File: config.mk
export PLATFORM = sky130hd
export DESIGN_NAME = rotate_scheduler
export DESIGN_NICKNAME = d
export VERILOG_FILES = /design/src/rtl/rotate_scheduler.sv
export SDC_FILE = /design/constraint.sdc
export NUM_CORES = 1
export LEC_CHECK = 0
export ABC_CLOCK_PERIOD_IN_PS = 2000
export CAP_MARGIN = 5
export CORE_UTILIZATION = 40
export CTS_CLUSTER_DIAMETER = 30
export CTS_CLUSTER_SIZE = 25
export DETAILED_ROUTE_END_ITERATION = 8
export PLACE_DENSITY = 0.73
export SLEW_MARGIN = 20
export SYNTH_ARGS = -nofsm -noshare
export SYNTH_HDL_FRONTEND = slang
export SYNTH_SLANG_ARGS = --single-unit
export TNS_END_PERCENT = 20
File: constraint.sdc
create_clock -name clk -period 2 [get_ports clk]
set_input_delay 0.2 -clock clk [delete_from_list [all_inputs] [get_ports clk]]
set_output_delay 0.2 -clock clk [all_outputs]
set_load 0.005 [all_outputs]
File: src/rtl/rotate_scheduler.sv
// Two-port round-robin front end for a shared 32-bit barrel rotator.
// Each result is registered, tagged with the requester id and held under backpressure.
module rotate_scheduler #(
  parameter int WIDTH = 32,
  parameter int SHW   = 5,
  parameter int CNTW  = 16
) (
  input  logic             clk,
  input  logic             rst,
  input  logic             req0_valid,
  output logic             req0_ready,
  input  logic [WIDTH-1:0] req0_a,
  input  logic [WIDTH-1:0] req0_b,
  input  logic             req0_dir,
  input  logic             req1_valid,
  output logic             req1_ready,
  input  logic [WIDTH-1:0] req1_a,
  input  logic [WIDTH-1:0] req1_b,
  input  logic             req1_dir,
  output logic             out_valid,
  input  logic             out_ready,
  output logic [WIDTH-1:0] out_o,
  output logic             out_id,
  output logic [CNTW-1:0]  ops_done
);

  typedef enum logic {
    EMPTY = 1'b0,
    FULL  = 1'b1
  } state_t;

  state_t           r_state;
  state_t           w_state_nxt;
  logic             r_last;
  logic [WIDTH-1:0] r_o;
  logic             r_id;
  logic [CNTW-1:0]  r_ops;

  logic             w_g0;
  logic             w_g1;
  logic             w_free;
  logic             w_acc;
  logic             w_cons;
  logic [WIDTH-1:0] w_a;
  logic [SHW-1:0]   w_k;
  logic             w_dir;
  logic [SHW-1:0]   w_amt;
  logic [WIDTH-1:0] w_rot;
  logic             w_unused;

  // Upper amount bits carry no meaning for a rotate.
  assign w_unused = ^{req0_b[WIDTH-1:SHW], req1_b[WIDTH-1:SHW]};

  // Round-robin: on contention the requester not served last wins.
  always_comb begin
    w_g0 = req0_valid && (!req1_valid || r_last);
    w_g1 = req1_valid && (!req0_valid || !r_last);
  end

  assign out_valid  = (r_state == FULL);
  assign w_free     = !out_valid || out_ready;
  assign req0_ready = w_g0 && w_free && !rst;
  assign req1_ready = w_g1 && w_free && !rst;
  assign w_acc      = (req0_valid && req0_ready) ||
                      (req1_valid && req1_ready);
  assign w_cons     = out_valid && out_ready;

  // Operand mux for the granted requester.
  always_comb begin
    w_a   = req0_a;
    w_k   = req0_b[SHW-1:0];
    w_dir = req0_dir;
    if (w_g1) begin
      w_a   = req1_a;
      w_k   = req1_b[SHW-1:0];
      w_dir = req1_dir;
    end
  end

  // Left rotate by k is right rotate by (WIDTH-k) mod WIDTH.
  assign w_amt = w_dir ? (~w_k + 1'b1) : w_k;

  for (genvar s = 0; s < SHW; s++) begin : g_rot
    localparam int SH = 1 << s;
    logic [WIDTH-1:0] w_in;
    logic [WIDTH-1:0] w_out;
    if (s == 0) begin : g_first
      assign w_in = w_a;
    end else begin : g_next
      assign w_in = g_rot[s-1].w_out;
    end
    assign w_out = w_amt[s] ?
      {w_in[SH-1:0], w_in[WIDTH-1:SH]} : w_in;
  end

  assign w_rot = g_rot[SHW-1].w_out;

  // Output slot occupancy.
  always_comb begin
    w_state_nxt = r_state;
    unique case (r_state)
      EMPTY: if (w_acc) w_state_nxt = FULL;
      FULL:  if (out_ready && !w_acc) w_state_nxt = EMPTY;
      default: w_state_nxt = EMPTY;
    endcase
  end

  // State register.
  always_ff @(posedge clk) begin
    if (rst) r_state <= EMPTY;
    else     r_state <= w_state_nxt;
  end

  // Result register and arbiter history.
  always_ff @(posedge clk) begin
    if (rst) begin
      r_o    <= '0;
      r_id   <= 1'b0;
      r_last <= 1'b1;
    end else if (w_acc) begin
      r_o    <= w_rot;
      r_id   <= w_g1;
      r_last <= w_g1;
    end
  end

  // Consumed-result counter, wraps naturally.
  always_ff @(posedge clk) begin
    if (rst)         r_ops <= '0;
    else if (w_cons) r_ops <= r_ops + 1'b1;
  end

  assign out_o    = r_o;
  assign out_id   = r_id;
  assign ops_done = r_ops;

endmodule

==> results.md, run 1 <==
Run status:
- The flow ran to the end, but the final reports show violations.
- The checks that failed: negative setup slack.

Floorplanning:
- For this configuration, the core starts out at a cell density of 0.411.
- The die is 116 µm wide.
- The number of top-level pins is 187.
- In this run the vertical extent of the chip is 116 µm.
- The floorplan has 41 rows.
- The area enclosed by the die boundary is 13500 µm².
- The placeable core region is 12700 µm².

Synth:
- The synthesized instance count is 599.
- In this run, synthesis inferred 0 flip-flops with an integrated enable.
- Counting every net in the synthesized netlist gives 735.
- The total of flip-flops plus latches after synthesis is 51.
- By area the synthesized netlist is led by sky130_fd_sc_hd__mux2i_1, sky130_fd_sc_hd__dfxtp_1, sky130_fd_sc_hd__nor4_1, sky130_fd_sc_hd__a211oi_1, sky130_fd_sc_hd__a32oi_1.
- The largest area contributor in the synthesized netlist is sky130_fd_sc_hd__mux2i_1.
- The total of warnings raised by yosys is 0.
- The mapped netlist covers 5200 µm².
- The share of synthesized area in the top cell type comes to 0.223.
- The most used flip-flop cell after synthesis is sky130_fd_sc_hd__dfxtp_1.
- The number of distinct library cell variants in the gate-level netlist after synthesis is 46.
- For this run, the register share of the synthesized area comes to 0.196.
- The mean area per synthesized cell is 8.69 µm².
- In the synthesized netlist the async set-or-reset flop fraction comes to 0.

Setup path:
- Data on the critical path arrives at its endpoint at 2.49 ns.
- STA classifies the critical path endpoint as a register.
- The worst register-to-register path ends at out_o[20].
- The reg-to-reg startpoint is r_last.
- Tracing the worst setup path back leads to its startpoint at r_last.
- The worst setup path is launched from a register.
- The critical path is of the reg2reg type.
- The critical path ends at out_o[20].
- STA puts the critical path data required time at 2.21 ns.
- Of all nets on the critical path, the largest fanout is 8.
- The setup check on the worst reg-to-reg path leaves a slack of -0.28 ns.
- The number of cells on the worst reg-to-reg path is 11.

Power:
- The leakage power of the design is 3.34 nW.
- In this run the power density over the cells is 575 nW/µm².
- The overall power of the completed layout is 0.00523 W.
- IR analysis of the VDD net gives a maximum drop of 0.518 mV.

STA:
- Static timing analysis puts the maximum clock frequency at 439 MHz.
- The tightest slew margin relative to the limit is 0.466.
- The number of failing setup endpoints in the final timing report is 32.
- The clock skew after layout is 0.00790 ns.
- The number of failing hold endpoints at the final stage was 0.
- The minimum clock period is 2.28 ns.
- The post-route fraction of the period consumed by the critical path is 1.14.
- The transition time at the pin with the least slew margin is 0.799 ns.
- Setup repair after global routing could not meet its margin everywhere.
- Setup slack on the critical path of the routed design comes to -0.276 ns.
- The number of slew-limit violations in the final report was 0.

Global routing:
- For this run the aggregate overflow at the end of global routing stands at 0.
- Entering global routing, the biggest net connects 41 pins.
- The number of antenna violations at the first check in global routing is 0.
- The global routing usage summed across all routing layers is 0.324.
- The number of global-route vias before repair came to 6299.
- The first-pass GRT wire length is 34000 µm.

Route:
- The detailed-route vias per instance is 6.66.
- The number of remaining DRC errors is 0.
- Once detail routing completed, the nets flagged for antenna violations numbered 0.
- The final route contains 6679 vias.
- The detailed router finished its first iteration with 813 violations.
- The final routed wire length divided by cell count is 23.6 µm.
- The total wirelength of the detailed-routed design is 23700 µm.
- For this run, the detailed router's first-pass iteration total came to 5.

Cells and area:
- The library cell used most frequently in the layout, excluding fill and tap cells, is sky130_fd_sc_hd__clkdlybuf4s50_1.
- The combined flip-flop and latch cell area is 1020 µm².
- The growth of design area from synthesis to finish is 74.8%.
- In the layout the commonest cells are sky130_fd_sc_hd__clkdlybuf4s50_1, sky130_fd_sc_hd__buf_4, sky130_fd_sc_hd__mux2i_1.
- In the final layout, the multi-input gates occupy 4530 µm².
- The net count of the finished layout is 966.
- Of the cells placed in the final design, the portion with a size suffix greater than 1 is 0.362.
- The final antenna diode count is 0.
- The filler cell count in the final layout is 872.
- The final cell utilization of the core is 0.718.

Clock network:
- The number of CTS-inserted buffers is 5.
- The H-tree depth is 2.
- The cts-stage hold buffer count is 0.
- The clock network latency to the later pin of the worst-skew pair is 0.30 ns.
- The maximum number of buffers from clock root to sink is 2.
- The clock-pin slew reported for the worst setup and hold paths after clock tree synthesis is 0.07 ns.
- The number of sinks on the clock net is 51.
- TritonCTS built the clock tree.
- The root buffer cell chosen for the clock tree is sky130_fd_sc_hd__clkbuf_16.

Placed design:
- Routability-driven placement finished with a final weighted congestion of 0.934.
- The number of buffers added on ports is 132.
- The wire-length estimate of the detail-placed layout is 14400 µm.

Hold path:
- The worst hold-check path type is reg2reg.

Job:
- The max-cap check violation count is 0.
repair_timing:
action                                  4_1_cts  5_1_grt
pin swaps                                    36       37
endpoints found under the setup margin       34       33
gates resized for setup                      94       60
buffers inserted                             22        8
gates cloned                                  8        5
state kept, by name, summed over array words and instances (netlist names):
register and flops:
r_last 1, out_o 32, ops_done 16, out_valid 1, out_id 1
critical path, stage by stage (launching register included):
cell and delay, ns:
sky130_fd_sc_hd__dfxtp_2 0.33, sky130_fd_sc_hd__a21bo_2 0.20, sky130_fd_sc_hd__buf_12 0.15, sky130_fd_sc_hd__buf_6 0.15, sky130_fd_sc_hd__buf_4 0.15, sky130_fd_sc_hd__nor4_2 0.30
sky130_fd_sc_hd__nor4_2 0.10, sky130_fd_sc_hd__buf_4 0.17, sky130_fd_sc_hd__mux2i_1 0.21, sky130_fd_sc_hd__buf_4 0.19, sky130_fd_sc_hd__a32oi_1 0.11, sky130_fd_sc_hd__o211ai_1 0.14
layer usage:
layer | global-route usage | vias to the layer above | wire, µm
met4 | 0.153 | 0 | 1300
met5 | 0 | - | 0
met1 | 0.396 | 3152 | 8890
met3 | 0.0701 | 112 | 2620
met2 | 0.540 | 541 | 10900
li1 | - | 2874 | -
through the flow:
stage               setup TNS, ns  cell area (µm²)  worst slack (ns)  instances  hold WS (ns)
finish                      -6.52             9100            -0.276       1003         0.476
detailed placement         -20.13             7520            -0.682        955         0.469
CTS                         -5.08             8550            -0.195        993         0.480
floorplan                       0             5200             0.158        599         0.368
global route                -9.09             9100            -0.422       1003         0.514
global placement           -18.51             7520            -0.653        955         0.455
cells by family after synthesis:
kind of cell	Yosys count	synth area share
AO/OA/AOI/OAI	144	0.241
XOR/XNOR	19	0.0320
adder cells (fa/ha/maj)	1	0.00240
buffers and inverters	72	0.0904
flip-flops	51	0.196
multiplexers	119	0.234
AND/OR/NAND/NOR	193	0.204
where the power goes:
group          switching, W  internal, W
Combinational       0.00151      0.00160
Clock              0.000392     0.000458
Sequential         0.000117      0.00116
Total               0.00202      0.00322
worst min path at each step:
stage | startpoint | to | slack (ns) | cells after the start
global placement | out_id | out_id | 0.45 | 2
floorplan | req0_valid | r_last | 0.37 | 2
detailed placement | out_id | out_id | 0.47 | 2
CTS | out_id | out_id | 0.48 | 2
global route | out_id | out_id | 0.51 | 2
finish | out_id | out_id | 0.48 | 2
synthesized netlist by cell type (2+ instances only):
cell,n
sky130_fd_sc_hd__and3_1,2
sky130_fd_sc_hd__buf_2,30
sky130_fd_sc_hd__nor2_1,35
sky130_fd_sc_hd__a21boi_2,2
sky130_fd_sc_hd__a211oi_1,48
sky130_fd_sc_hd__buf_4,12
sky130_fd_sc_hd__clkbuf_1,13
sky130_fd_sc_hd__nand2_1,14
sky130_fd_sc_hd__and3b_1,2
sky130_fd_sc_hd__a32oi_1,32
sky130_fd_sc_hd__o211ai_1,32
sky130_fd_sc_hd__dfxtp_1,51
sky130_fd_sc_hd__nor3_1,4
sky130_fd_sc_hd__a21bo_1,2
sky130_fd_sc_hd__o21ai_0,3
sky130_fd_sc_hd__nand4_1,3
sky130_fd_sc_hd__xnor2_1,2
sky130_fd_sc_hd__nand2b_1,3
sky130_fd_sc_hd__mux2i_1,116
sky130_fd_sc_hd__or3_1,3
sky130_fd_sc_hd__nand3_1,38
sky130_fd_sc_hd__a21oi_1,3
sky130_fd_sc_hd__a2111oi_2,16
sky130_fd_sc_hd__o211ai_2,2
sky130_fd_sc_hd__buf_6,13
sky130_fd_sc_hd__xor2_1,17
sky130_fd_sc_hd__nor4_1,80
sky130_fd_sc_hd__mux2i_4,2
sky130_fd_sc_hd__nand2_2,2
area by class of cell:
class / instances / share of cell area
tap: 172 / 0.0237
sequential: 51 / 0.112
timing repair buffer: 295 / 0.351
clock buffer: 5 / 0.0138
inverter: 1 / 0.000413
clock inverter: 3 / 0.00165
multi-input combinational: 476 / 0.498
(Power assumes the default switching activity.)
==> run 2, diff against run 1 <==
--- a/config.mk
+++ b/config.mk
@@ -16,4 +16,4 @@
 export SYNTH_ARGS = -nofsm -noshare
 export SYNTH_HDL_FRONTEND = slang
 export SYNTH_SLANG_ARGS = --single-unit
-export TNS_END_PERCENT = 20
+export TNS_END_PERCENT = 5
==> results.md, run 2 (same netlist as run 1, synthesis figures left out) <==
STA:
- The smallest setup slack after layout was -0.319 ns (was -0.276 ns).
- The clock skew after layout is 0.00522 ns (was 0.00790 ns).
- The transition time at the pin with the least slew margin is 0.863 ns (was 0.799 ns).
- The post-route fraction of the period consumed by the critical path is 1.16 (was 1.14).
- The number of failing hold endpoints at the final stage is 0 (unchanged).
- The top achievable clock speed is 431 MHz (was 439 MHz).
- The minimum clock period is 2.32 ns (was 2.28 ns).
- The number of slew-limit violations in the final report came to 0 (unchanged).
- The final hold slack was 0.483 ns (was 0.476 ns).
- The tightest slew margin relative to the limit is 0.424 (was 0.466).
- Unrepaired setup endpoints after global routing: true (unchanged).
- The number of failing setup endpoints in the final timing report was 33 (was 32).

Setup path:
- The highest fanout seen on the critical path is 12 (was 8).
- The library cell contributing the largest single delay on the critical path is sky130_fd_sc_hd__a2111oi_4 (was sky130_fd_sc_hd__dfxtp_2).
- The kind of end point of the critical path is a register (unchanged).
- The endpoint arrival time on the critical path is 2.47 ns (was 2.49 ns).
- The count of buffer and inverter cells on the critical path came to 5 (unchanged).
- The startpoint kind of the worst setup timing path is a register (unchanged).
- The reg-to-reg startpoint is r_last (unchanged).
- The number of cells on the worst reg-to-reg path is 11 (unchanged).
- The logic depth of the worst path, buffers included is 11 (unchanged).
- The delay of the slowest critical-path stage is 0.40 ns (was 0.33 ns).
- Ordered list of cells on the worst path: buf_6 > a21boi_4 > buf_12 > buf_12 > buf_12 > nor2_1 > a2111oi_4 > mux2i_2 > buf_4 > mux2i_2 > o211ai_1 (was a21bo_2 > buf_12 > buf_6 > buf_4 > nor4_2 > nor4_2 > buf_4 > mux2i_1 > buf_4 > a32oi_1 > o211ai_1).
- The worst setup path category is reg2reg (unchanged).
- The category of cells accounting for the largest share of critical-path delay is buffers and inverters (unchanged).
- The startpoint of the most critical setup path is r_last (unchanged).
- The required time at the worst-slack endpoint is 2.15 ns (was 2.21 ns).
- The most frequent cell on the critical path is sky130_fd_sc_hd__buf_12 (was sky130_fd_sc_hd__buf_4).

Global routing:
- The sum of overflow across all layers after global routing is 0 (unchanged).
- The pin count of the biggest net entering global routing was 41 (unchanged).
- The number of global-route vias before repair is 6201 (was 6299).
- The global routing usage summed across all routing layers is 0.318 (was 0.324).
- The first-pass GRT wire length is 33500 µm (was 34000 µm).
- The number of antenna violations at the first check in global routing was 0 (unchanged).

Clock network:
- The clock-pin slew reported for the worst setup and hold paths after clock tree synthesis came to 0.07 ns (about the same).
- The number of CTS-inserted buffers was 5 (unchanged).
- The number of sinks on the clock net came to 51 (unchanged).
- The cts-stage hold buffer count is 0 (unchanged).
- The clock network latency to the later pin of the worst-skew pair is 0.29 ns (was 0.30 ns).
- The maximum number of buffers from clock root to sink came to 2 (unchanged).
- The H-tree depth came to 2 (unchanged).
- The CTS tree is done (unchanged).
- The clock root buffer was sky130_fd_sc_hd__clkbuf_16 (unchanged).

Power:
- The overall power of the completed layout is 0.00516 W (was 0.00523 W).
- The power density normalized to cell area is 575 nW/µm² (about the same).
- The leakage power of the design came to 3.29 nW (was 3.34 nW).
- The highest ir drop seen on vdd is 0.452 mV (was 0.518 mV).

Cells and area:
- The filler cell count in the final layout is 900 (was 872).
- The ratio of cells with drive above 1 in the final layout came to 0.356 (was 0.362).
- The growth of design area from synthesis to finish is 72.3% (was 74.8%).
- The final antenna diode count is 0 (unchanged).
- The area of combinational cells with multiple inputs was 4540 µm² (was 4530 µm²).
- Top library cells by usage in the layout, fill and taps aside: sky130_fd_sc_hd__clkdlybuf4s50_1, sky130_fd_sc_hd__buf_4, sky130_fd_sc_hd__mux2i_1 (unchanged).
- The final-stage net count is 957 (was 966).
- The leading cell type in the layout, fill and taps excluded is sky130_fd_sc_hd__clkdlybuf4s50_1 (unchanged).
- The combined flip-flop and latch cell area came to 1020 µm² (unchanged).
- The flip-flop count of the largest register after layout is 32 (unchanged).

Route:
- The total iterations of the first detailed-routing run was 5 (unchanged).
- The total wirelength of the detailed-routed design is 22900 µm (was 23700 µm).
- The number of remaining DRC errors came to 0 (unchanged).
- The final routed wire length divided by cell count is 23.1 µm (was 23.6 µm).
- The detailed-route vias per instance is 6.65 (was 6.66).
- The number of DRC violations after detailed-routing iteration 0 is 717 (was 813).
- The vias after detailed routing is 6615 (was 6679).
- The antenna violation net count after detailed routing came to 0 (unchanged).

Run status:
- Result of the run: finished with violations (unchanged).
- Violated checks: negative setup slack (unchanged).

Floorplanning:
- The die extent in y was 116 µm (unchanged).
- The area enclosed by the die boundary is 13500 µm² (unchanged).
- The initial standard-cell utilization of the core is 0.411 (unchanged).
- The chip width came to 116 µm (unchanged).
- The number of top-level pins is 187 (unchanged).
- The number of placement rows is 41 (unchanged).
- The placeable core region is 12700 µm² (unchanged).

Hold path:
- The depth of the worst hold-timing path is 2 (unchanged).
- The launch instance of the worst min-delay path is out_id (unchanged).
- The worst hold-check path type is reg2reg (unchanged).

Placed design:
- The total half-perimeter wirelength after legalization and detailed placement was 14400 µm (unchanged).
- The number of buffers added on ports came to 132 (unchanged).
- The last weighted congestion value of the routability-driven placer is 0.934 (unchanged).
- The worst slack at placement was -0.682 ns (unchanged).

Job:
- The max-cap check violation count is 0 (unchanged).
==> run 2: cell types whose count changed in the layout (fill, tap and decap cells not counted), sizes merged <==
cell,previous run,this run
buf,161,153
clkbuf,9,8
dlygate4sd2,6,5
dlymetal6s2s,1,2
==> run 2: worst paths after layout <==
check                           slack, ns        end
worst min register to register       0.48     out_id
worst max-delay path                -0.32  out_o[22]
worst max register to register      -0.32  out_o[22]
worst min-delay path                 0.48     out_id
==> run 2: what timing repair did <==
item                       in CTS  in global routing
buffers inserted               21                  3
setup endpoints to repair      34                 34
pin swaps                      29                 52
gates resized for setup        78                 77
cloned                          8                  4
==> run 2: metal layers <==
layer	vias up	part of all wire	wire length (µm)	global-route usage
li1	2865	-	-	-
met1	3130	0.38	8740	0.408
met2	497	0.46	10700	0.535
met4	0	0.047	1070	0.114
met5	-	0	0	0
met3	123	0.11	2480	0.0549
==> run 2: layout make-up <==
class / count / area share
clock inverter: 3 / 0.00167
clock buffer: 5 / 0.0140
sequential: 51 / 0.114
tap: 172 / 0.0240
inverter: 1 / 0.000419
multi-input combinational: 476 / 0.506
timing repair buffer: 286 / 0.340
==> run 2: worst register-to-register path: stages (launching register included) <==
cell,delay (ns)
sky130_fd_sc_hd__dfxtp_2,0.33
sky130_fd_sc_hd__buf_6,0.12
sky130_fd_sc_hd__a21boi_4,0.15
sky130_fd_sc_hd__buf_12,0.15
sky130_fd_sc_hd__buf_12,0.13
sky130_fd_sc_hd__buf_12,0.13
sky130_fd_sc_hd__nor2_1,0.07
sky130_fd_sc_hd__a2111oi_4,0.40
sky130_fd_sc_hd__mux2i_2,0.14
sky130_fd_sc_hd__buf_4,0.17
sky130_fd_sc_hd__mux2i_2,0.24
sky130_fd_sc_hd__o211ai_1,0.15
==> run 2: where the power goes <==
part / switching, W / total (W) / internal, W
combinational: 0.00149 / 0.00305 / 0.00157
sequential: 0.000114 / 0.00127 / 0.00116
clock: 0.000375 / 0.000832 / 0.000457
total: 0.00198 / 0.00516 / 0.00318
==> run 2: metrics by stage <==
| step | util | area [µm²] | setup TNS, ns | std cells |
|---|---|---|---|---|
| final | 0.708 | 8970 | -6.68 | 994 |
| after global routing | 0.708 | 8970 | -8.80 | 994 |
| after CTS | 0.669 | 8480 | -6.13 | 992 |
| after detailed placement | 0.594 | 7520 | -20.13 | 955 |
| after global placement | 0.593 | 7520 | -18.51 | 955 |
| after floorplan | - | 5200 | 0 | 599 |
==> run 3, diff against run 2 <==
--- a/config.mk
+++ b/config.mk
@@ -11,7 +11,9 @@
 export CTS_CLUSTER_DIAMETER = 30
 export CTS_CLUSTER_SIZE = 25
 export DETAILED_ROUTE_END_ITERATION = 8
+export MAX_ROUTING_LAYER = met4
 export PLACE_DENSITY = 0.73
+export SETUP_SLACK_MARGIN = 0.2
 export SLEW_MARGIN = 20
 export SYNTH_ARGS = -nofsm -noshare
 export SYNTH_HDL_FRONTEND = slang
==> results.md, run 3 (same netlist as run 1, synthesis figures left out) <==
Run status:
- Result of the run: finished with violations (unchanged).
- Violated checks: negative setup slack (unchanged).

Route:
- The number of remaining DRC errors came to 0 (unchanged).
- The total wirelength of the detailed-routed design is 21900 µm (was 22900 µm).
- The detailed-route vias per instance is 6.50 (was 6.65).
- The number of DRC violations after detailed-routing iteration 0 was 482 (was 717).
- The final routed wire length divided by cell count is 22.0 µm (was 23.1 µm).
- The antenna violation net count after detailed routing came to 0 (unchanged).
- The total iterations of the first detailed-routing run was 5 (unchanged).
- The vias after detailed routing is 6465 (was 6615).

Placed design:
- The number of buffers added on ports is 132 (unchanged).
- The last weighted congestion value of the routability-driven placer is 0.930 (was 0.934).
- The post-placement cell area is 7650 µm² (was 7520 µm²).
- The worst slack at placement is -0.770 ns (was -0.682 ns).
- The total instance count after detailed placement is 961 (was 955).
- The total half-perimeter wirelength after legalization and detailed placement is 14300 µm (was 14400 µm).

Cells and area:
- The area of all placed cells without fillers is 9120 µm² (was 8970 µm²).
- The growth of design area from synthesis to finish is 75.3% (was 72.3%).
- The final antenna diode count is 0 (unchanged).
- The filler cell count in the final layout is 868 (was 900).
- The count of placed standard cells in the final layout, fillers left out is 995 (was 994).
- The ratio of cells with drive above 1 in the final layout is 0.354 (was 0.356).
- The final-stage net count is 958 (was 957).
- Top library cells by usage in the layout, fill and taps aside: sky130_fd_sc_hd__clkdlybuf4s50_1, sky130_fd_sc_hd__buf_4, sky130_fd_sc_hd__mux2i_1 (unchanged).
- The flip-flop count of the largest register after layout came to 32 (unchanged).
- The leading cell type in the layout, fill and taps excluded is sky130_fd_sc_hd__clkdlybuf4s50_1 (unchanged).
- The final cell utilization of the core is 0.720 (was 0.708).

Global routing:
- The sum of overflow across all layers after global routing is 0 (unchanged).
- The first-pass GRT wire length came to 32800 µm (was 33500 µm).
- The number of global-route vias before repair was 6176 (was 6201).
- The number of antenna violations at the first check in global routing was 0 (unchanged).
- The global routing usage summed across all routing layers is 0.322 (was 0.318).
- The pin count of the biggest net entering global routing is 41 (unchanged).

STA:
- The minimum clock period is 2.20 ns (was 2.32 ns).
- Unrepaired setup endpoints after global routing: true (unchanged).
- The top achievable clock speed is 454 MHz (was 431 MHz).
- The number of failing setup endpoints in the final timing report is 32 (was 33).
- The tightest slew margin relative to the limit is 0.461 (was 0.424).
- The transition time at the pin with the least slew margin was 0.806 ns (was 0.863 ns).
- The number of failing hold endpoints at the final stage was 0 (unchanged).
- The number of slew-limit violations in the final report is 0 (unchanged).
- The clock skew after layout was 0.00496 ns (was 0.00522 ns).
- The smallest setup slack after layout is -0.204 ns (was -0.319 ns).
- The post-route fraction of the period consumed by the critical path is 1.10 (was 1.16).

Power:
- The highest ir drop seen on vdd is 0.673 mV (was 0.452 mV).
- The leakage power of the design was 3.31 nW (was 3.29 nW).
- The power density normalized to cell area was 578 nW/µm² (was 575 nW/µm²).

Floorplanning:
- The chip width is 116 µm (unchanged).
- The number of placement rows is 41 (unchanged).
- The initial standard-cell utilization of the core was 0.411 (unchanged).
- The placeable core region was 12700 µm² (unchanged).
- The die extent in y is 116 µm (unchanged).
- The area enclosed by the die boundary was 13500 µm² (unchanged).
- The number of top-level pins is 187 (unchanged).

Clock network:
- The CTS tree is done (unchanged).
- The number of sinks on the clock net is 51 (unchanged).
- The clock network latency to the later pin of the worst-skew pair is 0.30 ns (was 0.29 ns).
- The clock root buffer was sky130_fd_sc_hd__clkbuf_16 (unchanged).
- The clock-pin slew reported for the worst setup and hold paths after clock tree synthesis is 0.07 ns (about the same).
- The maximum number of buffers from clock root to sink is 2 (unchanged).
- The H-tree depth is 2 (unchanged).
- The cts-stage hold buffer count is 0 (unchanged).
- The number of CTS-inserted buffers came to 5 (unchanged).

Setup path:
- The endpoint arrival time on the critical path is 2.41 ns (was 2.47 ns).
- The required time at the worst-slack endpoint came to 2.20 ns (was 2.15 ns).
- The worst setup path category is reg2reg (unchanged).
- The startpoint kind of the worst setup timing path is a register (unchanged).
- The kind of end point of the critical path is a register (unchanged).
- The highest fanout seen on the critical path is 5 (was 12).

Job:
- The max-cap check violation count is 0 (unchanged).

Hold path:
- The worst hold-check path type is reg2reg (unchanged).
==> run 3: cell count changes in the layout (fill, tap and decap cells not counted), moves of 5 or more <==
cell,change
sky130_fd_sc_hd__nor4_1,+11
sky130_fd_sc_hd__a211oi_1,-5
sky130_fd_sc_hd__nor4_4,+11
sky130_fd_sc_hd__mux2i_4,+8
sky130_fd_sc_hd__mux2i_2,-5
sky130_fd_sc_hd__nor4_2,-22
==> run 3: area by class of cell <==
class | count | area [µm²] | share of cell area
inverters | 1 | 3.75 | 0.000411
flip-flops and latches | 51 | 1020 | 0.112
repair buffers | 287 | 3040 | 0.334
clock buffers | 5 | 125 | 0.0137
clock inverters | 3 | 20.0 | 0.00219
multi-input cells | 476 | 4690 | 0.514
well taps | 172 | 215 | 0.0236
==> run 3: path summary, 6_finish.rpt <==
path	start	end	slack, ns	depth (start not counted)
hold / removal	out_id	out_id	0.48	2
setup reg to reg	r_last	out_o[26]	-0.20	8
hold reg to reg	out_id	out_id	0.48	2
setup / recovery	r_last	out_o[26]	-0.20	8
==> run 3: metal layers <==
layer | global-route usage | up-vias | share of wire
met2 | 0.513 | 431 | 0.46
met4 | 0.137 | 0 | 0.043
li1 | - | 2866 | -
met1 | 0.400 | 3084 | 0.41
met5 | - | - | 0
met3 | 0.0554 | 84 | 0.093
==> run 3: power breakdown <==
part           total, W  switching, W  internal (W)
registers       0.00127      0.000114       0.00116
logic           0.00315       0.00151       0.00164
clock network  0.000859      0.000397      0.000462
==> run 3: worst max-delay path, cell delays in order, from the launching register on <==
cell and delay (ns):
sky130_fd_sc_hd__dfxtp_4 0.36, sky130_fd_sc_hd__a21bo_4 0.26, sky130_fd_sc_hd__bufbuf_16 0.29, sky130_fd_sc_hd__nor4_4 0.33, sky130_fd_sc_hd__a2111oi_4 0.09, sky130_fd_sc_hd__buf_4 0.19, sky130_fd_sc_hd__mux2i_4 0.18, sky130_fd_sc_hd__mux2i_2 0.14
sky130_fd_sc_hd__o211ai_1 0.26
==> run 3: through the flow <==
stage | hold WS (ns) | TNS, ns | total power (W)
3_5_place_dp | 0.470 | -19.83 | 0.00362
6_report | 0.476 | -3.86 | 0.00527
2_1_floorplan | 0.368 | 0 | 0.00243
4_1_cts | 0.480 | -2.82 | 0.00493
3_3_place_gp | 0.456 | -18.92 | 0.00358
5_1_grt | 0.515 | -6.11 | 0.00547
==> run 3: repair_timing <==
action | in CTS | in global routing
gates resized for setup | 98 | 64
setup buffers | 14 | 5
cloned | 5 | 2
setup endpoints to repair | 34 | 33
pin swaps | 24 | 23
